--- src/rtl/sbi_arbiter.sv ---
// Two-requester round-robin arbiter driving an SBI burst master port.
// Each burst runs IDLE -> START (address phase) -> BURST (len+1 beats).
module sbi_arbiter #(
    parameter int Width = 32,
    parameter int Aw    = 8,
    parameter int LenW  = 8
) (
    input  logic                   bCLK,
    input  logic                   bRSTn,
    input  logic [1:0]             req_i,
    input  logic [1:0][Aw-1:0]     addr_i,
    input  logic [1:0]             write_i,
    input  logic [1:0][LenW-1:0]   len_i,
    input  logic [1:0][Width-1:0]  wdata_i,
    output logic [1:0]             gnt_o,
    output logic [1:0]             ack_o,
    output logic [1:0]             done_o,
    output logic [1:0]             rvalid_o,
    output logic [Width-1:0]       rdata_o,
    output logic [Aw-1:0]          bADDR,
    output logic                   bSTART,
    output logic                   bACCESS,
    output logic                   bWRITE,
    output logic [Width-1:0]       bD,
    input  logic [Width-1:0]       bQ,
    input  logic                   bVALID
);

    typedef enum logic [1:0] {
        IDLE,
        START,
        BURST
    } state_t;

    state_t          state, state_nx;
    logic            owner, owner_d, ptr, winner, take, last;
    logic [Aw-1:0]   lat_addr;
    logic            lat_write;
    logic [LenW-1:0] lat_len;
    logic [LenW-1:0] cnt;

    // Pointer only matters when both request; a lone requester always wins.
    always_comb begin
        unique case (req_i)
            2'b01:   winner = 1'b0;
            2'b10:   winner = 1'b1;
            default: winner = ptr;
        endcase
    end

    assign last = (cnt == lat_len);

    always_comb begin
        state_nx = state;
        take     = 1'b0;
        gnt_o    = '0;
        ack_o    = '0;
        done_o   = '0;
        bSTART   = 1'b0;
        bACCESS  = 1'b0;
        bWRITE   = 1'b0;
        bADDR    = '0;
        bD       = '0;
        unique case (state)
            IDLE: begin
                // gnt is combinational from req, so it is masked while reset is held
                if (bRSTn && (|req_i)) begin
                    take          = 1'b1;
                    gnt_o[winner] = 1'b1;
                    state_nx      = START;
                end
            end
            START: begin
                bSTART   = 1'b1;
                bADDR    = lat_addr;
                bWRITE   = lat_write;
                state_nx = BURST;
            end
            BURST: begin
                bACCESS      = 1'b1;
                bWRITE       = lat_write;
                ack_o[owner] = 1'b1;
                if (lat_write) begin
                    bD = wdata_i[owner];
                end
                if (last) begin
                    done_o[owner] = 1'b1;
                    state_nx      = IDLE;
                end
            end
            default: state_nx = IDLE;
        endcase
    end

    // Read data lags its beat by one cycle, so route it with the delayed owner.
    assign rvalid_o = (bRSTn && bVALID) ? (owner_d ? 2'b10 : 2'b01) : 2'b00;
    assign rdata_o  = bQ;

    always_ff @(posedge bCLK or negedge bRSTn) begin
        if (!bRSTn) begin
            state     <= IDLE;
            owner     <= 1'b0;
            owner_d   <= 1'b0;
            ptr       <= 1'b0;
            lat_addr  <= '0;
            lat_write <= 1'b0;
            lat_len   <= '0;
            cnt       <= '0;
        end else begin
            state   <= state_nx;
            owner_d <= owner;
            if (take) begin
                owner     <= winner;
                ptr       <= ~winner;
                lat_addr  <= addr_i[winner];
                lat_write <= write_i[winner];
                lat_len   <= len_i[winner];
                cnt       <= '0;
            end else if (state == BURST) begin
                cnt <= last ? '0 : cnt + 1'b1;
            end
        end
    end

endmodule

--- config.mk ---
export PLATFORM = sky130hd
export DESIGN_NAME = sbi_arbiter
export DESIGN_NICKNAME = d
export VERILOG_FILES = /design/src/rtl/sbi_arbiter.sv
export SDC_FILE = /design/constraint.sdc
export NUM_CORES = 1
export LEC_CHECK = 0
export ABC_AREA = 1
export BUFFER_PORTS_ARGS = -buffer_cell sky130_fd_sc_hd__buf_2
export CORE_AREA = 2 2 84 86
export DETAILED_ROUTE_END_ITERATION = 6
export DIE_AREA = 0 0 86 88
export GPL_TIMING_DRIVEN = 0
export PLACE_DENSITY = 0.8
export REMOVE_ABC_BUFFERS = 1
export SYNTH_ARGS = -nofsm -noshare
export SYNTH_HDL_FRONTEND = slang
export SYNTH_SLANG_ARGS = --single-unit
--- constraint.sdc ---
create_clock -name bCLK -period 1.65 [get_ports bCLK]
set_input_delay 0.2475 -clock bCLK [delete_from_list [all_inputs] [get_ports bCLK]]
set_output_delay 0.2475 -clock bCLK [all_outputs]
set_load 0.05 [all_outputs]
Word-level counts from Yosys, hierarchy flattened

Index checks and enable logic that the tools add are counted.

Bits in writable memories: 0
Register bits after elaboration: 30
Bits of input ports: 135
Word-level logic and storage cells: 64
Bits in latches: 0
Bits in read-only memories: 0
Memories kept: 0
Output and inout bits: 83

Mux-type cells: 34
Bitwise gates (word level): 1
$mul: 0
Reduce and logical (&&, ||, !) cells: 9
$add $sub $neg: 1
Shift operators: 0
Eq/ne operators: 7
Divide/modulo/power cells: 0
Magnitude comparators: 4

Operator list:

| cell                                                                         | count |
|---|---|
| 32-bit two-way mux                                                           | 4 |
| 8-bit two-way mux                                                            | 8 |
| 2-bit two-way mux                                                            | 9 |
| 1-bit two-way mux                                                            | 9 |
| 8-bit by 1-bit adder with 8-bit output, second input constant                | 1 |
| 8-bit == test                                                                | 1 |
| 2-bit one-hot mux with 3 select lines                                        | 1 |
| 2-bit by 1-bit == test with 1-bit output, second input constant              | 2 |
| 2-bit == test, second input constant                                         | 2 |
| 1-bit logical AND                                                            | 4 |
| 1-bit by 2-bit less-than comparator with 1-bit output, second input constant | 2 |
| 2-bit inequality test, second input constant                                 | 2 |
| 2-bit OR reduction                                                           | 2 |
| 1-bit demux with 1-bit select                                                | 2 |
| 1-bit greater-or-equal comparator, second input constant                     | 2 |
| 2-bit zero test                                                              | 1 |
| 1-bit one-hot mux with 2 select lines                                        | 1 |
| 2-bit AND reduction                                                          | 1 |
| 2-bit nonzero test                                                           | 1 |
| 1-bit inverter                                                               | 1 |

Depth between registers and ports, before layout

Gate-level depths: netlist of run 1.

Depth after elaboration: 8
Depth in mapped cells: 10
Mapped depth without buffers: 10

Worst setup path before layout of run 1

OpenSTA, ideal clock, no wires.

Kind: reg-to-output
From: reg state[0]
To: out bD[10]
Path buffers: 2
Cell stages (with the launch flop): 7
Path slack: -1.253 ns
Required time: 1.402 ns
Arrival: 2.655 ns
Path through: dfrtp_1 > inv_1 > ha_1 > buf_2 > nand2_1 > clkbuf_1 > nor3_1

Word-level cells in the longest chain between the ends: 2

RTL lines:

| item                   | RTL line | text |
|---|---|---|
| start, declared        | 35       | `state_t state, state_nx;` |
| start signal, assigned | 110      | `state <= state_nx;` |
| 2-bit == test          | 64       | `unique case (state)` |
| 32-bit two-way mux     | 64       |  |
| end, declared          | 24       | `output logic [Width-1:0] bD,` |

Every way passes these cells.

Worst setup path after layout of run 1

From: reg state[0]
To: out bD[23]

Same word-level chain as after synthesis.

==> key figures, run 1 <==
Setup path
  • Critical-path maximum fanout: 8
  • Worst R2R Start: state[1]
  • Crit end category: output pin
  • Worst reg2reg setup slack: 0.07 ns
  • Delay of the slowest cell on the worst path: 0.39 ns
  • CP cell instances: inv_2, ha_4, buf_12, nand2_8, nor3_4, buf_6
  • R2R depth: 8
  • Startpoint types: flop
  • Slowest library cell on the worst path: dfrtp_1
  • Reg-to-Reg End: lat_len[1]
  • CP Class: flop to output pin
  • WP data arrival: 1.58 ns
  • CP required: 1.40 ns
  • Worst setup startpoint: state[0]

Yosys
  • Netlist Area Pre-Place: 0.002517 mm^2
  • Yosys cell types: 28
  • Sequential share of the synthesized area: 0.2982
  • Syn_area_per_cell: roughly 6.6 um^2
  • Mapped Cells: 384
  • Yosys warnings: 0
  • Synth Register Bits: 30

Global routing
  • Initial antenna violation count: 2
  • Largest net degree at the start of global routing: 31
  • First-pass GRT wire length: 15.95 mm
  • GRT overflow: 0
  • Tot GR Track Use: 0.2782
  • Number of global-route vias before repair: 2989

Timing
  • Final setup fails: 40
  • Hold Vio Cnt, Final: 0
  • RSZ-0062 raised after global routing: yes
  • Slew Limit Fails: 0
  • Setup TNS Final: -5.022 ns
  • Final worst path period need: 1.825 ns
  • Slew margin rel.: 0.7243
  • Setup slack after layout: -0.1754 ns
  • Skew final: 0.007162 ns
  • Period utilisation layout: 1.106
  • Max Fclk: between 500 and 600 MHz
  • Worst-Margin Slew: 0.4135 ns

Route
  • WL per Instance: 17.83 um
  • Violation count after the first detailed-route iteration: 120
  • Post-route DRC: 0
  • Post-Route WL: 11.04 mm
  • ANT nets after route: 0
  • Drt first pass iters: 4
  • DR vias: roughly 3200
  • Vias per cell: 5.173

Floorplanning
  • DIE AREA: 0.007568 mm^2
  • Core ar.: ~0.0066 mm^2
  • Die Height: 88 um
  • Chip width: around 86 um
  • Floorplan row count: 30
  • Initial Util: 0.3789
  • Boundary Pins: ~220

Clock network
  • Clk sinks: 30
  • Worst skew pair latency: 0.28 ns
  • H-tree depth: 2
  • Clk pin slew, worst setup/hold paths: 0.06 ns
  • Bufs on Longest Clock Path: 2
  • Inserted Clock Buffers: 5
  • CTS tree: done
  • CTS root buf: clkbuf_8

Power
  • Leakage: 2.223 nW
  • PwrDens: 1405 mW/mm^2
  • Peak VDD IR: 0.9273 mV

Status
  • Status: finished with violations
  • Violated checks: negative setup slack

Finish
  • Fin cells: around 620
  • Final #Nets: 677
  • Fraction of layout cells with a size suffix above 1: 0.5522
  • Layout area overhead: 74.40%
  • Final Util: 0.6608

Place
  • Post-DP HPWL: 6.312 mm
  • Placed cell count: 569
  • GP Congestion: 0.8034
  • Port bufs: 153

Min path
  • Hold path start: addr_i[13]
  • Hold Path End: lat_addr[5]
  • Hold Path Class: primary input to flop
  • Hold depth: 3

Job
  • MaxCap Viol Count: 0
[cell type report]
class / count / area, um^2
fill: 513 / 2253
multi-input combinational: 271 / 1863
timing repair buffer: 187 / 1396
sequential: 30 / 759.5
inverter: 39 / 165.2
tap: 80 / 100.1
clock buffer: 7 / 86.33
timing repair inverter: 1 / 7.507
antenna: 3 / 7.507
clock inverter: 1 / 5.005
[cell usage after synthesis (all sizes together)]
cell type	number	area share
o22ai	4	0.0099
or2	1	0.0025
dfrtp	30	0.30
clkbuf	6	0.0089
nand4	4	0.0099
clkinv	2	0.0040
xor2	2	0.0070
a21oi	2	0.0040
o21ai	2	0.0040
nand2	113	0.18
ha	7	0.035
buf	42	0.12
inv	37	0.055
o211ai	5	0.015
nor2	75	0.11
nand3	17	0.054
xnor2	3	0.010
nor3	32	0.064
[worst max-delay path by stage]
| stage | slack, ns | cells past startpoint | to |
|---|---|---|---|
| 3_5_place_dp | -1.19 | 4 | bD[30] |
| 3_3_place_gp | -1.15 | 6 | gnt_o[0] |
| 2_1_floorplan | -1.58 | 4 | bD[0] |
| 6_report | -0.18 | 6 | bD[23] |
| 4_1_cts | -0.17 | 6 | bD[11] |
| 5_1_grt | -0.26 | 5 | bD[24] |
[state kept, by name (all words and copies together), names as in the netlist]
name       count
cnt            8
lat_addr       8
lat_len        8
state          2
lat_write      1
owner          1
owner_d        1
ptr            1
[report_power, final]
| part | total [mW] | internal (mW) | switching [mW] |
|---|---|---|---|
| sequential | 1.29 | 1.02 | 0.269 |
| combinational | 4.26 | 1.57 | 2.69 |
| clock | 0.615 | 0.336 | 0.279 |
[placed cells by master (no fill, tap or decap), types with 2 or more instances in the layout]
cell	count
nand4_1	4
xnor2_2	2
buf_12	3
nand2_8	4
nand3_2	10
buf_4	30
nand2_1	98
nand3_1	7
xor2_1	2
clkinvlp_4	2
inv_1	28
inv_2	7
nor3_4	31
buf_2	104
nor2_4	2
buf_6	44
nor2_2	16
nand2_2	10
o22ai_1	4
ha_1	4
clkinv_4	2
dfrtp_2	4
ha_4	3
buf_8	4
nor2_1	57
diode_2	3
clkbuf_8	6
nand2_4	4
dfrtp_1	25
o211ai_1	5
[cells by family after synthesis]
group | synth area share
flip-flops | 0.2982
buffers and inverters | 0.1909
AND/OR/NAND/NOR | 0.4259
XOR/XNOR | 0.01740
AO/OA/AOI/OAI | 0.03280
adder cells (fa/ha/maj) | 0.03479
[through the flow]
| stage | power, mW | hold slack (ns) | cell area, um^2 | worst slack (ns) |
|---|---|---|---|---|
| floorplan | 3.171 | -0.04809 | 2186 | -1.583 |
| global placement | 3.797 | 0.3468 | 3052 | -1.147 |
| detailed placement | 3.852 | 0.3521 | 3052 | -1.193 |
| CTS | 5.774 | 0.1571 | 4200 | -0.1656 |
| global route | 6.524 | 0.1645 | 4385 | -0.2560 |
| finish | 6.167 | 0.1657 | 4390 | -0.1754 |
[layer usage]
layer,routed length (um),vias to the layer above,GRT usage,share of wire
li1,-,1466,-,-
met1,3918,1464,0.3179,0.35
met5,0,-,0.04545,0
met4,351,0,0.06926,0.032
met3,1509,42,0.1480,0.14
met2,5257,230,0.4553,0.48
[critical path, delay by kind of cell (launching register included)]
kind	cells	cell delay, ns
fa+ha+maj	1	0.14
buf+inv	3	0.41
flops	1	0.39
simple gates	2	0.33
[timing repair]
action	CTS	global route
gates cloned	5	1
setup endpoints to repair	79	58
gates resized for setup	191	37
setup buffers	25	6
pin swaps	39	8
hold endpoints to repair	30	0
hold buffers	2	0
(Power assumes the default switching activity.)
==> run 2: changes to the inputs <==
--- a/config.mk
+++ b/config.mk
@@ -7,11 +7,11 @@
 export LEC_CHECK = 0
 export ABC_AREA = 1
 export BUFFER_PORTS_ARGS = -buffer_cell sky130_fd_sc_hd__buf_2
-export CORE_AREA = 2 2 84 86
+export CORE_AREA = 2 2 86 88
 export DETAILED_ROUTE_END_ITERATION = 6
-export DIE_AREA = 0 0 86 88
+export DIE_AREA = 0 0 88 90
 export GPL_TIMING_DRIVEN = 0
-export PLACE_DENSITY = 0.8
+export PLACE_DENSITY = 0.77
 export REMOVE_ABC_BUFFERS = 1
 export SYNTH_ARGS = -nofsm -noshare
 export SYNTH_HDL_FRONTEND = slang
==> constraint.sdc (replaced) <==
create_clock -name bCLK -period 2.1 [get_ports bCLK]
set_input_delay 0.315 -clock bCLK [delete_from_list [all_inputs] [get_ports bCLK]]
set_output_delay 0.315 -clock bCLK [all_outputs]
set_load 0.05 [all_outputs]
==> key figures, run 2 (synthesis results as in run 1) <==
Min path
  • Hold Path End: lat_len[6]
  • Hold path start: len_i[14]
  • Hold depth: 3 (unchanged)
  • Hold Path Class: primary input to flop

Timing
  • Final worst path period need: 2.041 ns
  • Final setup fails: 0 (-100%)
  • Skew final: 0.003479 ns (-0.003683 ns)
  • Worst-Margin Slew: 0.7845 ns (+0.3710 ns)
  • RSZ-0062 raised after global routing: yes
  • Hold Vio Cnt, Final: 0 (unchanged)
  • Setup TNS Final: 0 ns (+5.022 ns)
  • Setup slack after layout: 0.05899 ns (+0.2344 ns)
  • Slew margin rel.: 0.4753 (-0.2491)
  • Slew Limit Fails: 0 (unchanged)
  • Period utilisation layout: 0.9719
  • Max Fclk: 490.0 MHz

Place
  • Port bufs: 153 (unchanged)
  • Dpl ws: -0.8607 ns (+0.3324 ns)
  • Post-DP HPWL: 6.559 mm (+3.9%)
  • GP Congestion: 0.7931 (-1.3%)
  • Placed standard-cell area: 0.003075 mm^2 (+0.78%)

Route
  • Violation count after the first detailed-route iteration: 71 (-41%)
  • WL per Instance: 15.07 um (-15%)
  • Post-Route WL: 9.297 mm (-16%)
  • ANT nets after route: 0 (unchanged)
  • Post-route DRC: 0 (unchanged)
  • Drt first pass iters: 4 (unchanged)
  • DR vias: 2958 (-7.6%)
  • Vias per cell: 4.794 (-7.3%)

Power
  • Clock Power Share: 0.124 (+0.024)
  • Peak VDD IR: 0.5118 mV (-45%)
  • Post-layout power: 3.854 mW (-38%)
  • Int Power: 1.859 mW (-36%)
  • Switching power of the nets: 1.994 mW (-38%)
  • Leakage: 2.006 nW (-9.7%)
  • PwrDens: 1104 mW/mm^2 (-21%)
  • Net Sw Frac: 0.5175 (-0.008057)
  • Gate power share: 0.612 (-0.079)
  • Sequential Power Share: 0.264 (+0.055)

Finish
  • Multi-input combinational cell area: 0.001358 mm^2 (-27%)
  • Fin area: 0.003492 mm^2 (-20%)
  • Most frequent cells in the layout: 119 x buf_2, 101 x nand2_1, 73 x nor2_1
  • Final #Nets: 656 (-3.1%)
  • Biggest regs: cnt (8), lat_addr (8), lat_len (8)
  • Commonest non-fill, non-tap cell in the layout: buf_2
  • Fraction of layout cells with a size suffix above 1: 0.4097 (-0.1425)
  • Layout area overhead: 38.72%
  • Storage cell area: 754.5 um^2 (-0.66%)
  • Filler cell count: 715 (+39%)

Global routing
  • Number of global-route vias before repair: 2631 (-12%)
  • Largest net degree at the start of global routing: 39 (+26%)
  • First-pass GRT wire length: 13.36 mm (-16%)
  • Initial antenna violation count: 3 (+1)
  • Tot GR Track Use: 0.2201 (-0.05809)
  • GRT overflow: 0 (unchanged)

Floorplanning
  • DIE AREA: 0.007920 mm^2 (+4.7%)
  • Boundary Pins: 218 (unchanged)
  • Core ar.: 0.007020 mm^2 (+5.7%)
  • Chip width: 88 um (+2.3%)
  • Die Height: 90 um (+2.3%)
  • Initial Util: 0.3586 (-0.02033)
  • Floorplan row count: 31 (+3.3%)

Clock network
  • CTS root buf: clkbuf_8
  • Clk sinks: 30 (unchanged)
  • Inserted Clock Buffers: 5 (unchanged)
  • CTS tree: done
  • H-tree depth: 2 (unchanged)
  • Worst skew pair latency: 0.28 ns (about the same)
  • Clk pin slew, worst setup/hold paths: 0.06 ns (about the same)
  • Bufs on Longest Clock Path: 2 (unchanged)

Setup path
  • R2R depth: 8 (unchanged)
  • Worst R2R Start: state[0]
  • Reg-to-Reg End: lat_len[1]
  • CP required: 1.78 ns (+0.38 ns)
  • Startpoint types: flop
  • Worst reg2reg setup slack: 0.27 ns (+0.20 ns)
  • Critical-path maximum fanout: 5 (-3)
  • WP data arrival: 1.73 ns (+0.15 ns)
  • Crit end category: output pin
  • CP Class: flop to output pin

Job
  • MaxCap Viol Count: 0 (unchanged)

Status
  • Status: completed
==> run 2: layout make-up <==
type / instances / share of cell area
well taps: 99 / 0.03547
flip-flops and latches: 30 / 0.2161
diodes: 3 / 0.002150
repair inverters: 1 / 0.002150
inverters: 39 / 0.04658
clock inverters: 1 / 0.001433
repair buffers: 169 / 0.2827
multi-input cells: 268 / 0.3887
clock buffers: 7 / 0.02472
==> run 2: per-stage QoR <==
stage                     cells  hold WS, ns    util
after floorplan             336      0.01941       -
after global placement      588       0.4114  0.4381
after detailed placement    588       0.4188  0.4381
after CTS                   610       0.2359  0.4801
after global routing        615       0.2441  0.4967
final                       617       0.2431  0.4974
==> run 2: metal layers <==
layer	vias to the layer above	share of wire	global-route usage
met5	-	0	0.03497
met4	0	0.022	0.06282
met3	14	0.13	0.1185
met2	167	0.47	0.3580
met1	1356	0.38	0.2438
li1	1421	-	-
==> run 2: critical path: stages, from the launching register on <==
cell and delay [ns]:
dfrtp_1 0.42, inv_1 0.14, ha_2 0.26, nand3_4 0.12, or2_1 0.28, clkinv_4 0.07, buf_6 0.15
==> run 2: what timing repair did <==
action	CTS	global route
gates cloned	2	0
setup buffers	10	4
endpoints found under the setup margin	55	36
resized for setup	26	50
hold buffers	2	0
endpoints found under the hold margin	17	0
pin swaps	1	0
==> run 2: worst max path at each step <==
stage	startpoint	to	slack [ns]	cells past startpoint
finish	state[0]	gnt_o[1]	0.06	6
global route	state[0]	bD[12]	-0.05	5
CTS	state[0]	bD[13]	0.001	5
detailed placement	bRSTn	gnt_o[0]	-0.86	6
global placement	bRSTn	gnt_o[0]	-0.82	6
floorplan	state[0]	bD[0]	-1.20	4
==> run 2: power by group through the flow <==
stage / clock network [mW] / registers, mW / logic, mW
after floorplan: 0 / 0.965 / 1.53
after global placement: 0 / 1.02 / 1.97
after detailed placement: 0 / 1.03 / 2.01
after CTS: 0.495 / 1.05 / 2.22
after global routing: 0.515 / 1.05 / 2.57
final: 0.479 / 1.02 / 2.36
==> run 3: changes to the inputs <==
--- a/config.mk
+++ b/config.mk
@@ -8,10 +8,12 @@
 export ABC_AREA = 1
 export BUFFER_PORTS_ARGS = -buffer_cell sky130_fd_sc_hd__buf_2
 export CORE_AREA = 2 2 86 88
+export CTS_BUF_LIST = sky130_fd_sc_hd__clkbuf_16
 export DETAILED_ROUTE_END_ITERATION = 6
 export DIE_AREA = 0 0 88 90
 export GPL_TIMING_DRIVEN = 0
 export PLACE_DENSITY = 0.77
+export RECOVER_POWER = 50
 export REMOVE_ABC_BUFFERS = 1
 export SYNTH_ARGS = -nofsm -noshare
 export SYNTH_HDL_FRONTEND = slang
==> key figures, run 3 (synthesis results as in run 1) <==
Setup path
  • Crit end category: output pin
  • Startpoint types: flop
  • WP data arrival: 1.72 ns (about the same)
  • CP Class: flop to output pin
  • Worst R2R Start: state[0]
  • Worst setup startpoint: state[0]
  • Worst reg2reg setup slack: 0.27 ns (about the same)
  • Critical path endpoint: gnt_o[1]
  • CP cell instances: inv_1, ha_2, nand3_4, or2_1, clkinv_4, buf_6
  • CP required: 1.78 ns (about the same)
  • R2R depth: 8 (unchanged)
  • Delay of the slowest cell on the worst path: 0.41 ns (about the same)
  • Reg-to-Reg End: lat_len[1]
  • Critical-path maximum fanout: 5 (unchanged)
  • Slowest library cell on the worst path: dfrtp_1

Power
  • Peak VDD IR: 0.7716 mV (+51%)
  • Post-layout power: 4.017 mW (+4.3%)
  • PwrDens: 1153 mW/mm^2 (+4.5%)
  • Net Sw Frac: 0.4990 (-0.01856)
  • Leakage: 2.017 nW (+0.51%)
  • Gate power share: 0.580 (-0.032)
  • Switching power of the nets: 2.005 mW (+0.51%)
  • Clock Power Share: 0.167 (+0.043)
  • Sequential Power Share: 0.253 (-0.011)
  • Int Power: 2.013 mW (+8.3%)

Finish
  • Biggest regs: cnt (8), lat_addr (8), lat_len (8)
  • Fin area: 0.003485 mm^2 (-0.22%)
  • Most frequent cells in the layout: 127 x buf_2, 102 x nand2_1, 73 x nor2_1
  • Commonest non-fill, non-tap cell in the layout: buf_2
  • Layout area overhead: 38.42%
  • Filler cell count: 720 (+0.70%)
  • Final #Nets: 654 (-0.30%)
  • Fraction of layout cells with a size suffix above 1: 0.3996 (-0.01010)

Floorplanning
  • Floorplan row count: 31 (unchanged)
  • Die Height: 90 um (unchanged)
  • DIE AREA: 0.007920 mm^2 (unchanged)
  • Core ar.: 0.007020 mm^2 (unchanged)
  • Boundary Pins: 218 (unchanged)
  • Initial Util: 0.3586 (unchanged)
  • Chip width: 88 um (unchanged)

Clock network
  • CTS root buf: clkbuf_16
  • H-tree depth: 2 (unchanged)
  • Worst skew pair latency: 0.27 ns (about the same)
  • Clk sinks: 30 (unchanged)
  • Bufs on Longest Clock Path: 2 (unchanged)
  • CTS tree: done
  • Hold buffers post-CTS: 0 (-2)
  • Inserted Clock Buffers: 5 (unchanged)
  • Clk pin slew, worst setup/hold paths: 0.05 ns (about the same)

Place
  • Port bufs: 153 (unchanged)
  • Placed standard-cell area: 0.003075 mm^2 (unchanged)
  • Dpl ws: -0.8607 ns (unchanged)
  • Post-DP HPWL: 6.559 mm (unchanged)
  • GP Congestion: 0.7931 (unchanged)

Timing
  • Skew final: 0.004112 ns (+0.0006326 ns)
  • RSZ-0062 raised after global routing: yes
  • Hold Vio Cnt, Final: 7 (+7)
  • Final setup fails: 0 (unchanged)
  • Hold slack: -0.01420 ns (-0.2573 ns)
  • Period utilisation layout: 0.9690 (-0.002904)
  • Final worst path period need: 2.035 ns (-0.006099 ns)
  • Slew margin rel.: 0.5912 (+0.1160)
  • Worst-Margin Slew: 0.6158 ns (-0.1687 ns)
  • Slew Limit Fails: 0 (unchanged)
  • Setup slack after layout: 0.06509 ns (+0.006099 ns)
  • Max Fclk: 491.4 MHz (+0.30%)

Job
  • MaxCap Viol Count: 0 (unchanged)

Global routing
  • Initial antenna violation count: 3 (unchanged)
  • First-pass GRT wire length: 13.19 mm (-1.2%)
  • Tot GR Track Use: 0.2164 (-0.003743)
  • Number of global-route vias before repair: 2617 (-0.53%)
  • Largest net degree at the start of global routing: 39 (unchanged)
  • GRT overflow: 0 (unchanged)

Route
  • Post-Route WL: 9.067 mm (-2.5%)
  • WL per Instance: 14.74 um (-2.2%)
  • Violation count after the first detailed-route iteration: 69 (-2.8%)
  • Vias per cell: 4.737 (-1.2%)
  • DR vias: 2913 (-1.5%)
  • Drt first pass iters: 4 (unchanged)
  • ANT nets after route: 0 (unchanged)
  • Post-route DRC: 0 (unchanged)

Min path
  • Hold Path Class: primary input to asynchronous set/reset pin

Status
  • Status: finished with violations
  • Violated checks: negative hold slack
## run 3: changes by cell type in the layout (fill, tap and decap cells not counted)
cell,previous run,this run
buf_2,119,127
buf_12,0,1
clkinv_1,0,1
nand2_4,2,1
nor3_1,28,31
dlygate4sd3_1,2,0
nor3_2,4,1
clkbuf_4,4,10
buf_4,41,25
nand2_1,101,102
clkbuf_16,0,5
inv_1,35,36
clkbuf_8,6,0
## run 3: how the worst min path moves through the flow
stage	end	slack (ns)
finish	cnt[7]	-0.01
global route	lat_len[7]	0.02
CTS	lat_len[5]	0.006
detailed placement	lat_len[7]	0.42
global placement	lat_len[7]	0.41
floorplan	cnt[0]	0.02
## run 3: through the flow
step,hold slack [ns],setup TNS [ns],cells,utilization
after floorplan,0.01941,-39.00,336,-
after global placement,0.4114,-30.23,588,0.4381
after detailed placement,0.4188,-32.03,588,0.4381
after CTS,0.006448,0,608,0.4828
after global routing,0.02123,-0.01983,613,0.4956
final,-0.01420,0,615,0.4963
## run 3: timing repair
| item | CTS | global route |
|---|---|---|
| cloned | 2 | 0 |
| buffers inserted | 10 | 4 |
| endpoints found under the setup margin | 56 | 35 |
| gates resized for setup | 24 | 26 |
| pin swaps | 1 | 0 |
## run 3: layer usage
| metal | GRT usage | share of wire |
|---|---|---|
| met1 | 0.2370 | 0.38 |
| met2 | 0.3415 | 0.46 |
| met3 | 0.1240 | 0.13 |
| met4 | 0.07051 | 0.022 |
| met5 | 0.07692 | 0.0045 |
## run 3: power groups by stage
stage                     Clock (mW)  Sequential (mW)  Combinational, mW
final                          0.670             1.02               2.33
after global routing           0.701             1.05               2.55
after CTS                      0.682             1.05               2.21
after detailed placement           0             1.03               2.01
after global placement             0             1.02               1.97
after floorplan                    0            0.965               1.53
## run 3: critical path: cells and delay by family, from the launching register on
kind	cells	cell delay, ns
and+or+nand+nor	2	0.42
adders and majority gates	1	0.26
DFF	1	0.41
buffers and inverters	3	0.36
## run 3: cell type report
cell class	count	area [um^2]	area share
Inverter	39	162.7	0.04668
Multi-Input combinational cell	268	1335	0.3831
Clock buffer	5	125.1	0.03591
Timing Repair Buffer	167	955.9	0.2743
Clock inverter	3	12.51	0.003591
Tap cell	99	123.9	0.03555
Timing Repair inverter	1	7.507	0.002154
Sequential cell	30	754.5	0.2165
Antenna cell	3	7.507	0.002154
